## src/rtl/proc_pkg.sv

```systemverilog
// Shared processor front-end types: default instruction/PC widths and the
// queue entry layout.
package proc_pkg;

  localparam int INSTR_W = 16;
  localparam int PC_W    = 16;

  typedef struct packed {
    logic [INSTR_W-1:0] instr;
    logic [PC_W-1:0]    pc;
  } iq_entry_t;

endpackage

```

## src/rtl/iq_storage.sv

```systemverilog
// Instruction queue storage: DEPTH x W array, one synchronous write port and
// one asynchronous read port. Contents are intentionally not reset.
module iq_storage #(
  parameter int DEPTH = 4,
  parameter int W     = 32
) (
  input  logic                     clk,
  input  logic                     we,
  input  logic [$clog2(DEPTH)-1:0] waddr,
  input  logic [W-1:0]             wdata,
  input  logic [$clog2(DEPTH)-1:0] raddr,
  output logic [W-1:0]             rdata
);

  logic [W-1:0] mem [DEPTH];

  always_ff @(posedge clk) begin
    if (we) mem[waddr] <= wdata;
  end

  assign rdata = mem[raddr];

endmodule

```

## src/rtl/instr_prefetch_queue.sv

```systemverilog
// Instruction prefetch queue between fetch and decode, with flush on branch.
// Define IQ_BYPASS_EN to forward fetch straight to decode when the queue is empty.
module instr_prefetch_queue
  import proc_pkg::*;
#(
  parameter int IW    = INSTR_W,
  parameter int DEPTH = 4,
  parameter int AW    = PC_W
) (
  input  logic                   clk,
  input  logic                   rst_n,
  input  logic                   flush,
  input  logic                   in_valid,
  input  logic [IW-1:0]          in_instr,
  input  logic [AW-1:0]          in_pc,
  output logic                   in_ready,
  output logic                   out_valid,
  output logic [IW-1:0]          out_instr,
  output logic [AW-1:0]          out_pc,
  input  logic                   out_ready,
  output logic [$clog2(DEPTH):0] count
);

  localparam int PW = $clog2(DEPTH);
  localparam int CW = PW + 1;

  logic [PW-1:0]    wr_ptr, rd_ptr;
  logic [IW+AW-1:0] rd_data;
  logic             stored_valid;
  logic             push, pop, do_push, do_pop, bypass_take;

  assign stored_valid = (count != '0);

`ifdef IQ_BYPASS_EN
  logic bypass_active;
  assign bypass_active = (count == '0) && in_valid && !flush;
  assign out_valid     = stored_valid || bypass_active;
  assign out_instr     = stored_valid  ? rd_data[IW+AW-1:AW] :
                         bypass_active ? in_instr : '0;
  assign out_pc        = stored_valid  ? rd_data[AW-1:0] :
                         bypass_active ? in_pc : '0;
  assign bypass_take   = bypass_active && out_ready;
`else
  assign out_valid   = stored_valid;
  assign out_instr   = stored_valid ? rd_data[IW+AW-1:AW] : '0;
  assign out_pc      = stored_valid ? rd_data[AW-1:0] : '0;
  assign bypass_take = 1'b0;
`endif

  assign in_ready = (count < CW'(DEPTH)) || (out_ready && out_valid);
  assign push     = in_valid && in_ready;
  assign pop      = out_valid && out_ready;
  // A forwarded-and-consumed entry is a push and pop that cancel: never stored.
  assign do_push  = push && !bypass_take && !flush;
  assign do_pop   = pop && !bypass_take;

  always_ff @(posedge clk or negedge rst_n) begin
    if (!rst_n) begin
      wr_ptr <= '0;
      rd_ptr <= '0;
      count  <= '0;
    end else if (flush) begin
      wr_ptr <= '0;
      rd_ptr <= '0;
      count  <= '0;
    end else begin
      if (do_push) wr_ptr <= wr_ptr + PW'(1);
      if (do_pop)  rd_ptr <= rd_ptr + PW'(1);
      case ({do_push, do_pop})
        2'b10:   count <= count + CW'(1);
        2'b01:   count <= count - CW'(1);
        default: count <= count;
      endcase
    end
  end

  iq_storage #(
    .DEPTH (DEPTH),
    .W     (IW + AW)
  ) u_storage (
    .clk   (clk),
    .we    (do_push),
    .waddr (wr_ptr),
    .wdata ({in_instr, in_pc}),
    .raddr (rd_ptr),
    .rdata (rd_data)
  );

endmodule

```

## config.mk

```make
export PLATFORM = sky130hd
export DESIGN_NAME = instr_prefetch_queue
export DESIGN_NICKNAME = d
export VERILOG_FILES = /design/src/rtl/proc_pkg.sv /design/src/rtl/iq_storage.sv /design/src/rtl/instr_prefetch_queue.sv
export SDC_FILE = /design/constraint.sdc
export NUM_CORES = 1
export LEC_CHECK = 0
export ABC_AREA = 1
export BUFFER_PORTS_ARGS = -buffer_cell sky130_fd_sc_hd__buf_2
export CORE_MARGIN = 5
export CORE_UTILIZATION = 44
export CTS_CLUSTER_SIZE = 24
export DETAILED_ROUTE_END_ITERATION = 10
export PLACE_DENSITY = 0.74
export SLEW_MARGIN = 20
export SYNTH_ARGS = -nofsm -noshare
export SYNTH_HDL_FRONTEND = slang
export SYNTH_SLANG_ARGS = --single-unit
```

## constraint.sdc

```tcl
create_clock -name clk -period 7.1 [get_ports clk]
set_clock_uncertainty 0.05 [all_clocks]
set_input_delay 0.71 -clock clk [delete_from_list [all_inputs] [get_ports clk]]
set_output_delay 0.71 -clock clk [all_outputs]
set_load 0.01 [all_outputs]
```

Yosys cells after proc, flatten, opt, wreduce, memory -nomap -nowiden. Memories as Yosys holds them, arrays and structs flattened. Index checks and enable logic that the tools add are counted.

Bits in writable memories: 128. Bits of input ports: 37. Memories kept: 1. Output and inout bits: 37. Word-level logic and storage cells: 30. Register bits after elaboration: 7.

Order comparisons: 1. Reduce and logical (&&, ||, !) cells: 9. $add $sub $neg: 4. Mux-type cells: 10. Eq/ne operators: 2.

Memory list: u_storage.mem (depth 4, bits a word 32, read ports 1, clocked after memory_dff 0, write ports 1, RTL line iq_storage.sv:15) `logic [W-1:0] mem [DEPTH];`.

Operators with widths (number): 16-bit two-way mux (2); 2-bit two-way mux (4); 3-bit one-hot mux with 2 select lines (1); 3-bit nonzero test (2); 2-bit by 1-bit adder with 2-bit output (second input constant) (2); 2-bit nonzero test (2); 3-bit by 1-bit adder with 3-bit output (second input constant) (1); 1-bit logical AND (3); 3-bit < comparator (second input constant) (1); 3-bit two-way mux (1); 3-bit by 1-bit subtractor with 3-bit output (second input constant) (1); 2-bit by 1-bit == test with 1-bit output (second input constant) (1); 2-bit == test (second input constant) (1); 1-bit two-way mux (2); 1-bit zero test (1); 1-bit logical OR (1).

Longest topological paths before layout. Gate-level depths: netlist of the first run.

Depth in word-level cells: 8. Mapped depth: 11. Depth with buffers taken out: 11.

Hierarchy. Synthesis of the first run repeated with hierarchy kept, for this count alone.

Cells, all modules: 628. Area total of the unflattened synthesis: 6148.4 um2.

By module, submodules not included: iq_storage (cells an instance 509, area an instance 5437.7 um2, seq. area each 3843.7 um2, times used 1); instr_prefetch_queue (cells an instance 119, area an instance 710.7 um2, seq. area each 175.2 um2, times used 1).

Least setup slack after synthesis of the first run. No wires, ideal clock.

Path kind: input to register. From: in out_ready. To: mem u_storage.mem[0][0] (enable). Setup time: 0.421 ns. Required time: 6.629 ns. Data arrival time: 2.370 ns. Buffers on the path: 0. Setup slack: 4.259 ns. Cell stages on the path: 4. Path through: inv_1 nand2_2 nand3_2 nor2_1.

Word-level cells in the longest chain between the ends: 6.

RTL lines: start: declaration (RTL line instr_prefetch_queue.sv:20) `input logic out_ready,`; 1-bit logical AND (RTL line instr_prefetch_queue.sv:50) `assign in_ready = (count < CW'(DEPTH)) || (out_ready && out_valid);`; 1-bit logical OR (RTL line instr_prefetch_queue.sv:50); named net in_ready (RTL line instr_prefetch_queue.sv:16) `output logic in_ready,`; 1-bit logical AND (RTL line instr_prefetch_queue.sv:51) `assign push = in_valid && in_ready;`; 1-bit logical AND (RTL line instr_prefetch_queue.sv:54) `assign do_push = push && !bypass_take && !flush;`; 1-bit two-way mux (RTL line iq_storage.sv:18) `if (we) mem[waddr] <= wdata;`; 1-bit two-way mux (implied by the code) (RTL line iq_storage.sv:18); end: declaration (RTL line iq_storage.sv:15).

The timed path passes the listed nets, and every way through them passes these cells.

Worst setup path after layout of the first run.
From: reg rd_ptr[0]. To: out out_instr[15].

Word-level cells in the longest chain between the ends: 2.

RTL lines: start: declaration (RTL line instr_prefetch_queue.sv:27) `logic [PW-1:0] wr_ptr, rd_ptr;`; start signal: assignment (RTL line instr_prefetch_queue.sv:68) `if (do_pop) rd_ptr <= rd_ptr + PW'(1);`; memory read 4 x 32 bit; 16-bit two-way mux (RTL line instr_prefetch_queue.sv:45) `assign out_instr = stored_valid ? rd_data[IW+AW-1:AW] : '0;`; end: declaration (RTL line instr_prefetch_queue.sv:18) `output logic [IW-1:0] out_instr,`.

Every way passes these cells.

==> results_dict.tcl, run 1 <==
set metrics [dict create \
    cp_slowest_cell "inv_2" \
    start_util 0.452 \
    viasPerCell 5.03 \
    slowest_delay_ns 0.86 \
    ctsResizeCount 0 \
    cp.arrival_ns 2.79 \
    synthArstFlopShare 0.0519 \
    drive_gt1_frac 0.220 \
    synth_top_flop_cell "edfxtp_1" \
    power_density_nw_per_um2 364 \
    critPathKind "flip-flop to output pin" \
    routed_wirelength_mm 11.5 \
    regArea_um2 4020 \
    fp.dieW_um 121 \
    tightest_slew_ns 1.08 \
    drt-initial-drc-count 303 \
    synth_enable_flop_cells 128 \
    timing.hold.ws_ns 0.0764 \
    slew-limit-headroom 0.280 \
    cap_violations 0 \
    worst_setup_path_start_kind "flip-flop" \
    hold_viol_final 0 \
    grt_remaining_overflow 0 \
    grt_pass1_wl_mm 17.8 \
    p_leak_nw 2.41 \
    synthCells 441 \
    final_antenna_net_count 0 \
    synth_cell_types 24 \
    layout.cells.non_filler 691 \
    ios 74 \
    dp_hpwl_mm 6.47 \
    dp.cells 659 \
    nets 552 \
    place.gp.congestion 0.736 \
    worstPathCellList "inv_2 -> o21ai_0 -> a21oi_1 -> buf_2" \
    first_pass_iters 4 \
    synth_area_per_cell_um2 12.4 \
    multi_input_area_um2 1250 \
    antenna_found_initial 1 \
    netlist.area_leader.share 0.705 \
    setup_violations 0 \
    core-area_um2 12100 \
    clock_sinks 135 \
    die_area_um2 14700 \
    drc 0 \
    synth.yosys.seq_area_share 0.738 \
    period_minus_slack_ns 3.55 \
    status "completed" \
    cp_max_fo 66 \
    syn-cell-area_um2 5450 \
    cts_max_level 4 \
    clockRootBuffer "clkbuf_16" \
    clk_latency_ns 0.41 \
    post_cts_buffers 0 \
    io_buffers 73 \
    vias 3476 \
    finalCritPeriodShare 0.500 \
    hold_buffers 0 \
    yosys-top-cells-count "nor2_1 (133), edfxtp_1 (128), o21ai_1 (35)" \
    cts_tree "done" \
    row_count 40 \
    grt_max_degree 67 \
    syn_to_final_growth_pct 18.9 \
    grt_usage 0.160 \
    synth_area_leader_cell "edfxtp_1" \
    setup_tns_ns 0 \
    fmax_mhz 282 \
    fp.dieH_um 121 \
    synth_seq_cells 135 \
    worst_ep_required_time_ns 6.34 \
    avgRoutedWirePerCell_um 16.7 \
    ir_drop_mv 0.205 \
    clkTransAtPathRegs_ns 0.05 \
    end_kind "output pin" \
    antenna_cells 0 \
    cts_buffer_depth 2 \
    cts_buffers 17 \
    synth_nets 483 \
    rsz0062_at_grt "false" \
    drv_slew 0 \
    grt_pass1_vias 3551 \
    synthTopCellsByArea "edfxtp_1 (71%), nor2_1 (9.2%), dfrtp_1 (3.2%)" \
    yosysMostFrequentCell "nor2_1" \
    synth_warnings 0 \
    hp-class "input pin to asynchronous set/reset pin" \
    fillCellCount 1013 \
]
[cell families (layout without fill, tap and decap cells)]
family | count (synthesis) | in the layout | synth area share
AND/OR/NAND/NOR | 160 | 160 | 0.116
buffers and inverters | 38 | 120 | 0.0381
AO/OA/AOI/OAI | 102 | 102 | 0.0944
adder cells (fa/ha/maj) | 5 | 5 | 0.0129
XOR/XNOR | 1 | 1 | 0.00161
flip-flops | 135 | 135 | 0.738
[worst paths after layout]
path | startpoint | end | slack [ns] | cells after the start
min in group clk | flush | rd_ptr[1] | 0.45 | 2
max in group asynchronous | rst_n | rd_ptr[0] | 6.74 | 1
min reg2reg | wr_ptr[0] | wr_ptr[0] | 0.52 | 1
max | rd_ptr[0] | out_instr[15] | 3.55 | 4
min | rst_n | count[1] | 0.08 | 1
max reg2reg | count[2] | u_storage.mem[1][4] | 4.93 | 3
[cell type report]
type                            instances  share of cell area
Multi-Input combinational cell        268               0.193
Sequential cell                       135               0.621
Clock inverter                         13              0.0210
Clock buffer                           19              0.0668
Timing Repair Buffer                   74              0.0575
Inverter                               14             0.00811
Tap cell                              168              0.0324
[critical path: cells and delay by family (launching register included)]
kind                   cells  cell delay, ns
DFF                        1            0.74
AOI/OAI and AO/OA          2            0.53
buffers and inverters      2            1.05
[stage by stage]
step           setup WS [ns]  cell area [µm²]  utilization  power (mW)
2_1_floorplan           4.26             5450            -        1.35
3_3_place_gp            3.84             5910        0.490        1.52
6_report                3.55             6480        0.537        2.36
3_5_place_dp            3.78             5910        0.490        1.54
4_1_cts                 3.23             6480        0.537        2.38
5_1_grt                 3.37             6480        0.537        2.48
[layout by cell type, fill, tap and decap left out, drive strengths merged]
master / instances
fa: 1
clkbuf: 19
o21ai: 67
nor3b: 1
inv: 14
dfrtp: 7
xor2: 1
nand2: 21
clkinvlp: 1
ha: 4
a21oi: 35
edfxtp: 128
nor2: 134
clkinv: 9
nand3b: 1
nand3: 3
bufinv: 3
buf: 74
[layer usage]
layer	routed length (µm)	GRT usage
met4	192	0.0665
met1	4670	0.188
met3	774	0.0569
met5	11	0
met2	5880	0.265
[flip-flops by register name, summed over array words and instances (netlist names)]
| signal | count |
|---|---|
| count | 3 |
| rd_ptr | 2 |
| u_storage.mem | 128 |
| wr_ptr | 2 |
[where the power goes]
group	switching (mW)	internal (mW)	total [mW]
registers	0.0547	0.924	0.979
logic	0.356	0.185	0.540
clock network	0.301	0.542	0.843
Note: power is estimated with default switching activity, not from simulation.
==> run 2: changes to the inputs <==
Settings changed: ABC_AREA 1 to 0, PLACE_DENSITY 0.74 to 0.76.
Clock period 7.1 ns to 3 ns, I/O delays scaled along.
==> run 2 against run 1 <==
Effect of this change:
- critical path depth is 3 higher
- count of clock-buffer cells in the layout shrank 1
- final area up 1.5%
- cell count fell by 26%
- setup slack lost 3.2 ns
- critical endpoint is now count[1]
- first-iteration DRC count decreased by 66%
- routed wire length down 16%
- die area is 1.0% lower
- synthesized cell count decreased by 39%
- via count down 23%
==> results_dict.tcl, run 2 <==
set metrics [dict create \
    status "completed" \
    synth_nets 309 \
    cp_max_fo 12 \
    syn_to_final_growth_pct 22.1 \
    worst_ep_required_time_ns 3.24 \
    grt_max_degree 34 \
    cp.arrival_ns 2.90 \
    cp_slowest_cell "dfrtp_1" \
    finalCritPeriodShare 0.888 \
    p_leak_nw 2.31 \
    clockRootBuffer "clkbuf_16" \
    top_regs "u_storage.mem: 128 flops, count: 3 flops" \
    synth_cell_types 32 \
    final_antenna_net_count 0 \
    avgRoutedWirePerCell_um 18.9 \
    cts_max_level 4 \
    slowest_delay_ns 0.51 \
    netlist.area_leader.share 0.713 \
    dp_hpwl_mm 6.03 \
    regMostFlops "u_storage.mem" \
    ir_drop_mv 0.360 \
    core-area_um2 12000 \
    power_density_nw_per_um2 738 \
    die_area_um2 14600 \
    multi_input_area_um2 1260 \
    first_pass_iters 4 \
    largest_register_ffs 128 \
    post-route-util 0.548 \
    drt-initial-drc-count 104 \
    synth_mux_area_frac 0.136 \
    layout_common_cells "edfxtp_1 (128), buf_2 (73), nor2b_1 (33)" \
    worstPathCellList "nor2b_1 -> nor3_1 -> nor2_1 -> fa_1 -> or3b_2 -> a21oi_1 -> a211oi_1" \
    clock_sinks 135 \
    drv_slew 0 \
    critPathKind "flip-flop to flip-flop" \
    io_buffers 73 \
    fp.dieW_um 121 \
    cts_tree "done" \
    yosys-top-cells-count "edfxtp_1 (128), nor2b_1 (33), mux4_2 (32)" \
    drc 0 \
    clkTransAtPathRegs_ns 0.06 \
    worst_setup_path_start_kind "flip-flop" \
    syn-cell-area_um2 5390 \
    fillCellCount 960 \
    yosys.area_share.simple 0.0625 \
    synthAdderAreaFrac 0.0130 \
    synth_top_family_by_area "multiplexers" \
    synthCells 267 \
    viasPerCell 5.22 \
    tightest_slew_ns 0.843 \
    cts_buffers 17 \
    place.gp.congestion 0.791 \
    synth_top_flop_cell "edfxtp_1" \
    routed_wirelength_mm 9.70 \
    vias 2676 \
    setup_tns_ns 0 \
    period_minus_slack_ns 2.66 \
    synth_compound_area_frac 0.0183 \
    synth_area_per_cell_um2 20.2 \
    grt_remaining_overflow 0 \
    worst_slack_ns 0.336 \
    ios 74 \
    grt_pass1_vias 2861 \
    start_util 0.449 \
    row_count 40 \
    fmax_mhz 375 \
    yosysMostFrequentCell "edfxtp_1" \
    regArea_um2 4020 \
    end_kind "flip-flop" \
    grt_pass1_wl_mm 15.5 \
    grt_usage 0.143 \
    antenna_cells 0 \
    synthTopCellsByArea "edfxtp_1 (71%), mux4_2 (13%), nor2b_1 (3.8%)" \
    drive_gt1_frac 0.410 \
    hold_viol_final 0 \
    rsz0062_at_grt "false" \
    fp.dieH_um 121 \
    cap_violations 0 \
    nets 395 \
    final_common_cell "edfxtp_1" \
    synth_seq_cells 135 \
    ctsResizeCount 0 \
    synth_enable_flop_cells 128 \
    slew-limit-headroom 0.438 \
    synth_area_leader_cell "edfxtp_1" \
    place_area_um2 5980 \
    clk_latency_ns 0.41 \
    antenna_found_initial 1 \
    synthArstFlopShare 0.0519 \
    finalInstanceArea_um2 6580 \
    synth_xor_area_frac 0.00325 \
    synth_warnings 0 \
    hp-class "input pin to flip-flop" \
    cts_buffer_depth 2 \
    place_ws_ns 0.358 \
    timing.hold.ws_ns 0.0595 \
    setup_violations 0 \
    synth.yosys.seq_area_share 0.746 \
]
run 2: cell count changes after synthesis, sizes merged, moves of 2 or more:
cell    before  now
o21ai       67    3
inv         14    6
nand2       21    1
a21oi       35    7
nor2       134    4
nor2b        0   33
buf         18   10
and2         0    4
nand2b       0    2
nor3         0    2
mux4         0   32
run 2: per-layer routing:
layer	up-vias	GRT usage	wire length, µm
met4	2	0.0510	111
met1	1358	0.183	4220
met2	64	0.229	4910
met5	-	0	11
li1	1238	-	-
met3	14	0.0463	450
run 2: cell families after synthesis:
kind of cell             after synthesis
buffers and inverters                 21
flip-flops                           135
XOR/XNOR                               2
AO/OA/AOI/OAI                         16
AND/OR/NAND/NOR                       55
adder cells (fa/ha/maj)                5
multiplexers                          33
run 2: cell type report:
cell class	count	share of cell area
Clock buffer	18	0.0652
Clock inverter	14	0.0240
Inverter	6	0.00342
Multi-Input combinational cell	111	0.192
Sequential cell	135	0.611
Tap cell	147	0.0280
Timing Repair Buffer	82	0.0757
run 2: timing repair:
item,CTS,global route
hold buffers,1,0
endpoints found under the hold margin,7,0
buffers inserted,0,0
run 2: where the power goes:
part | internal, mW | leakage, nW | switching [mW] | total [mW]
logic | 0.322 | 0.775 | 0.312 | 0.634
clock network | 1.30 | 0.283 | 0.737 | 2.03
registers | 2.12 | 1.25 | 0.0624 | 2.19
total | 3.74 | 2.31 | 1.11 | 4.85
run 2: final timing paths:
check / start / end / slack, ns / cells after the start
max in group asynchronous: rst_n / rd_ptr[0] / 2.50 / 2
worst min-delay path: in_pc[10] / u_storage.mem[2][10] / 0.06 / 1
worst max register to register: count[2] / count[1] / 0.34 / 7
worst min register to register: wr_ptr[1] / wr_ptr[1] / 0.56 / 2
min in group asynchronous: rst_n / count[2] / 0.20 / 2
worst max-delay path: count[2] / count[1] / 0.34 / 7
run 2: metrics by stage:
| step | cells | power [mW] |
|---|---|---|
| 6_report | 513 | 4.85 |
| 5_1_grt | 513 | 5.05 |
| 4_1_cts | 513 | 4.92 |
| 3_5_place_dp | 480 | 2.88 |
| 3_3_place_gp | 480 | 2.86 |
| 2_1_floorplan | 267 | 2.62 |
run 2: critical path, delay by kind of cell (launching register included):
kind	cells	cell delay, ns
AND/OR/NAND/NOR	4	1.25
flip-flops	1	0.51
adder cells (fa/ha/maj)	1	0.50
AO/OA/AOI/OAI	2	0.23
==> run 3: changes to the inputs <==
Settings changed: SYNTH_HIERARCHICAL from default to 1.
==> run 3 against run 2 <==
Effect of this change:
- sequential share of layout area grew 0.73 points
- first-iteration DRC count rose by 9.6%
- routed wire length shrank 1.1%
- combinational power rose by 38%
- die area down 0.13%
- largest power group unchanged
==> results_dict.tcl, run 3 <==
set metrics [dict create \
    status "completed" \
    crit_end "out_pc[8]" \
    r2r_end "count[2]" \
    yosysMostFrequentCell "edfxtp_1" \
    critPathKind "flip-flop to output pin" \
    cp_slowest_cell "dfrtp_2" \
    synth_area_leader_cell "edfxtp_1" \
    worst_ep_required_time_ns 2.65 \
    vias 2686 \
    regArea_um2 4020 \
    rsz0062_at_grt "false" \
    synthCells 260 \
    nets 386 \
    largest_register_ffs 128 \
    cp_max_fo 34 \
    clockRootBuffer "clkbuf_16" \
    drv_slew 0 \
    synth_seq_cells 135 \
    dp.cells 475 \
    die_area_um2 14500 \
    grt_max_degree 36 \
    hp-start "in_pc[12]" \
    cp.arrival_ns 2.10 \
    p_sw_mw 1.19 \
    power_frac_clock 0.379 \
    clk_latency_ns 0.40 \
    layout.cells.non_filler 506 \
    io_buffers 73 \
    setup_tns_ns 0 \
    grt_pass1_wl_mm 15.4 \
    viasPerCell 5.31 \
    avgRoutedWirePerCell_um 19.0 \
    synth.yosys.seq_area_share 0.747 \
    tightest_slew_ns 0.873 \
    synthTopCellsByArea "edfxtp_1 (71%), mux4_2 (13%), nor2b_1 (3.8%)" \
    synth_top_flop_cell "edfxtp_1" \
    power_frac_comb 0.176 \
    syn_to_final_growth_pct 20.8 \
    synthArstFlopShare 0.0519 \
    antenna_found_initial 0 \
    r2r_slack_ns 0.72 \
    drc 0 \
    synth_nets 298 \
    power_density_nw_per_um2 763 \
    final_antenna_net_count 0 \
    grt_pass1_vias 2913 \
    ff2ff_path_depth 5 \
    row_count 40 \
    place.gp.congestion 0.820 \
    ios 74 \
    final_common_cell "edfxtp_1" \
    fillCellCount 949 \
    finalInstanceArea_um2 6500 \
    fp.dieW_um 121 \
    place_ws_ns 0.704 \
    fmax_mhz 409 \
    regMostFlops "u_storage/mem" \
    drive_gt1_frac 0.412 \
    setup_violations 0 \
    netlist.area_leader.share 0.714 \
    grt_remaining_overflow 0 \
    layout_common_cells "edfxtp_1 (128), buf_2 (73), nor2b_1 (33)" \
    cts_buffers 17 \
    drt-initial-drc-count 114 \
    cap_violations 0 \
    slew-limit-headroom 0.418 \
    finalCritPeriodShare 0.816 \
    antenna_cells 0 \
    worstPathCellList "mux4_2 -> nor2b_1 -> buf_2" \
    syn-cell-area_um2 5380 \
    swShare 0.240 \
    top_regs "u_storage/mem: 128 flops, count: 3 flops" \
    core-area_um2 12000 \
    first_pass_iters 4 \
    synth_cell_types 36 \
    worst_slack_ns 0.552 \
    p_int_mw 3.77 \
    period_minus_slack_ns 2.45 \
    hold_viol_final 0 \
    fp.dieH_um 121 \
    slowest_delay_ns 0.93 \
    clkTransAtPathRegs_ns 0.05 \
    hp-class "input pin to flip-flop" \
    power_mw 4.96 \
    grt_usage 0.142 \
    place_area_um2 5950 \
    cts_buffer_depth 2 \
    clock_sinks 135 \
    routed_wirelength_mm 9.60 \
    p_leak_nw 2.27 \
    worst_setup_path_start_kind "flip-flop" \
    cts_max_level 4 \
    synth_warnings 6 \
    cp-startpoint "rd_ptr[1]" \
    start_util 0.448 \
    dp_hpwl_mm 5.90 \
    seqPwrFrac 0.446 \
    multi_input_area_um2 1240 \
    end_kind "output pin" \
    ir_drop_mv 0.491 \
    synth_area_per_cell_um2 20.7 \
    reg2reg_from "count[2]" \
    yosys-top-cells-count "edfxtp_1 (128), nor2b_1 (33), mux4_2 (30)" \
    synth_enable_flop_cells 128 \
    cts_tree "done" \
]
run 3: cell count changes after synthesis, moves of 3 or more:
cell      previous run  this run
clkbuf_1             5         0
and2_1               4         0
a31oi_1              0         3
buf_6                4         1
buf_12               0         3
ha_1                 4         0
run 3: per-layer routing:
metal	vias to the layer above	track usage	wire length [µm]
met4	0	0.0404	72
li1	1224	-	-
met3	9	0.0505	542
met2	64	0.240	5050
met5	-	0	0
met1	1389	0.174	3940
run 3: stage by stage:
step           hold slack, ns   util
3_5_place_dp           0.0965  0.495
5_1_grt                0.0462  0.541
4_1_cts                0.0497  0.541
2_1_floorplan         -0.0456      -
3_3_place_gp           0.0916  0.495
6_report               0.0656  0.541
run 3: cell type report:
cell class              instances  share of cell area
flip-flops and latches        135               0.619
multi-input cells             106               0.191
repair buffers                 82              0.0747
clock buffers                  19              0.0666
well taps                     147              0.0283
clock inverters                11              0.0169
inverters                       6             0.00346
run 3: power groups by stage:
| stage | clock network [mW] | registers (mW) | logic (mW) |
|---|---|---|---|
| after detailed placement | 0 | 2.25 | 0.896 |
| final | 1.88 | 2.21 | 0.872 |
| after CTS | 1.93 | 2.21 | 0.902 |
| after global routing | 2.02 | 2.22 | 0.965 |
| after floorplan | 0 | 2.21 | 0.634 |
| after global placement | 0 | 2.24 | 0.879 |
run 3: worst min path at each step:
stage	to	cells after the start	slack, ns
final	u_storage/mem[2][12]	1	0.07
after CTS	u_storage/mem[2][14]	1	0.05
after floorplan	count[0]	0	-0.05
after global placement	count[0]	1	0.09
after global routing	u_storage/mem[2][14]	1	0.05
after detailed placement	count[0]	1	0.1
run 3: worst max-delay path: cells and delay by family (launching register included):
kind | cells | cell delay (ns)
flip-flops | 1 | 0.93
buffers and inverters | 1 | 0.17
multiplexers | 1 | 0.42
AND/OR/NAND/NOR | 1 | 0.16
run 3: cell families (layout without fill, tap and decap cells):
group | Yosys count | after routing | share of synthesized area
AND/OR/NAND/NOR | 53 | 53 | 0.0630
XOR/XNOR | 1 | 1 | 0.00163
adder cells (fa/ha/maj) | 1 | 1 | 0.00372
flip-flops | 135 | 135 | 0.747
buffers and inverters | 19 | 118 | 0.0260
AO/OA/AOI/OAI | 18 | 18 | 0.0207
multiplexers | 33 | 33 | 0.138
run 3: timing repair:
| item | in CTS | in global routing |
|---|---|---|
| resized for setup | 0 | 0 |
| hold buffers | 1 | 0 |
| hold endpoints to repair | 7 | 0 |
| buffers inserted | 0 | 0 |
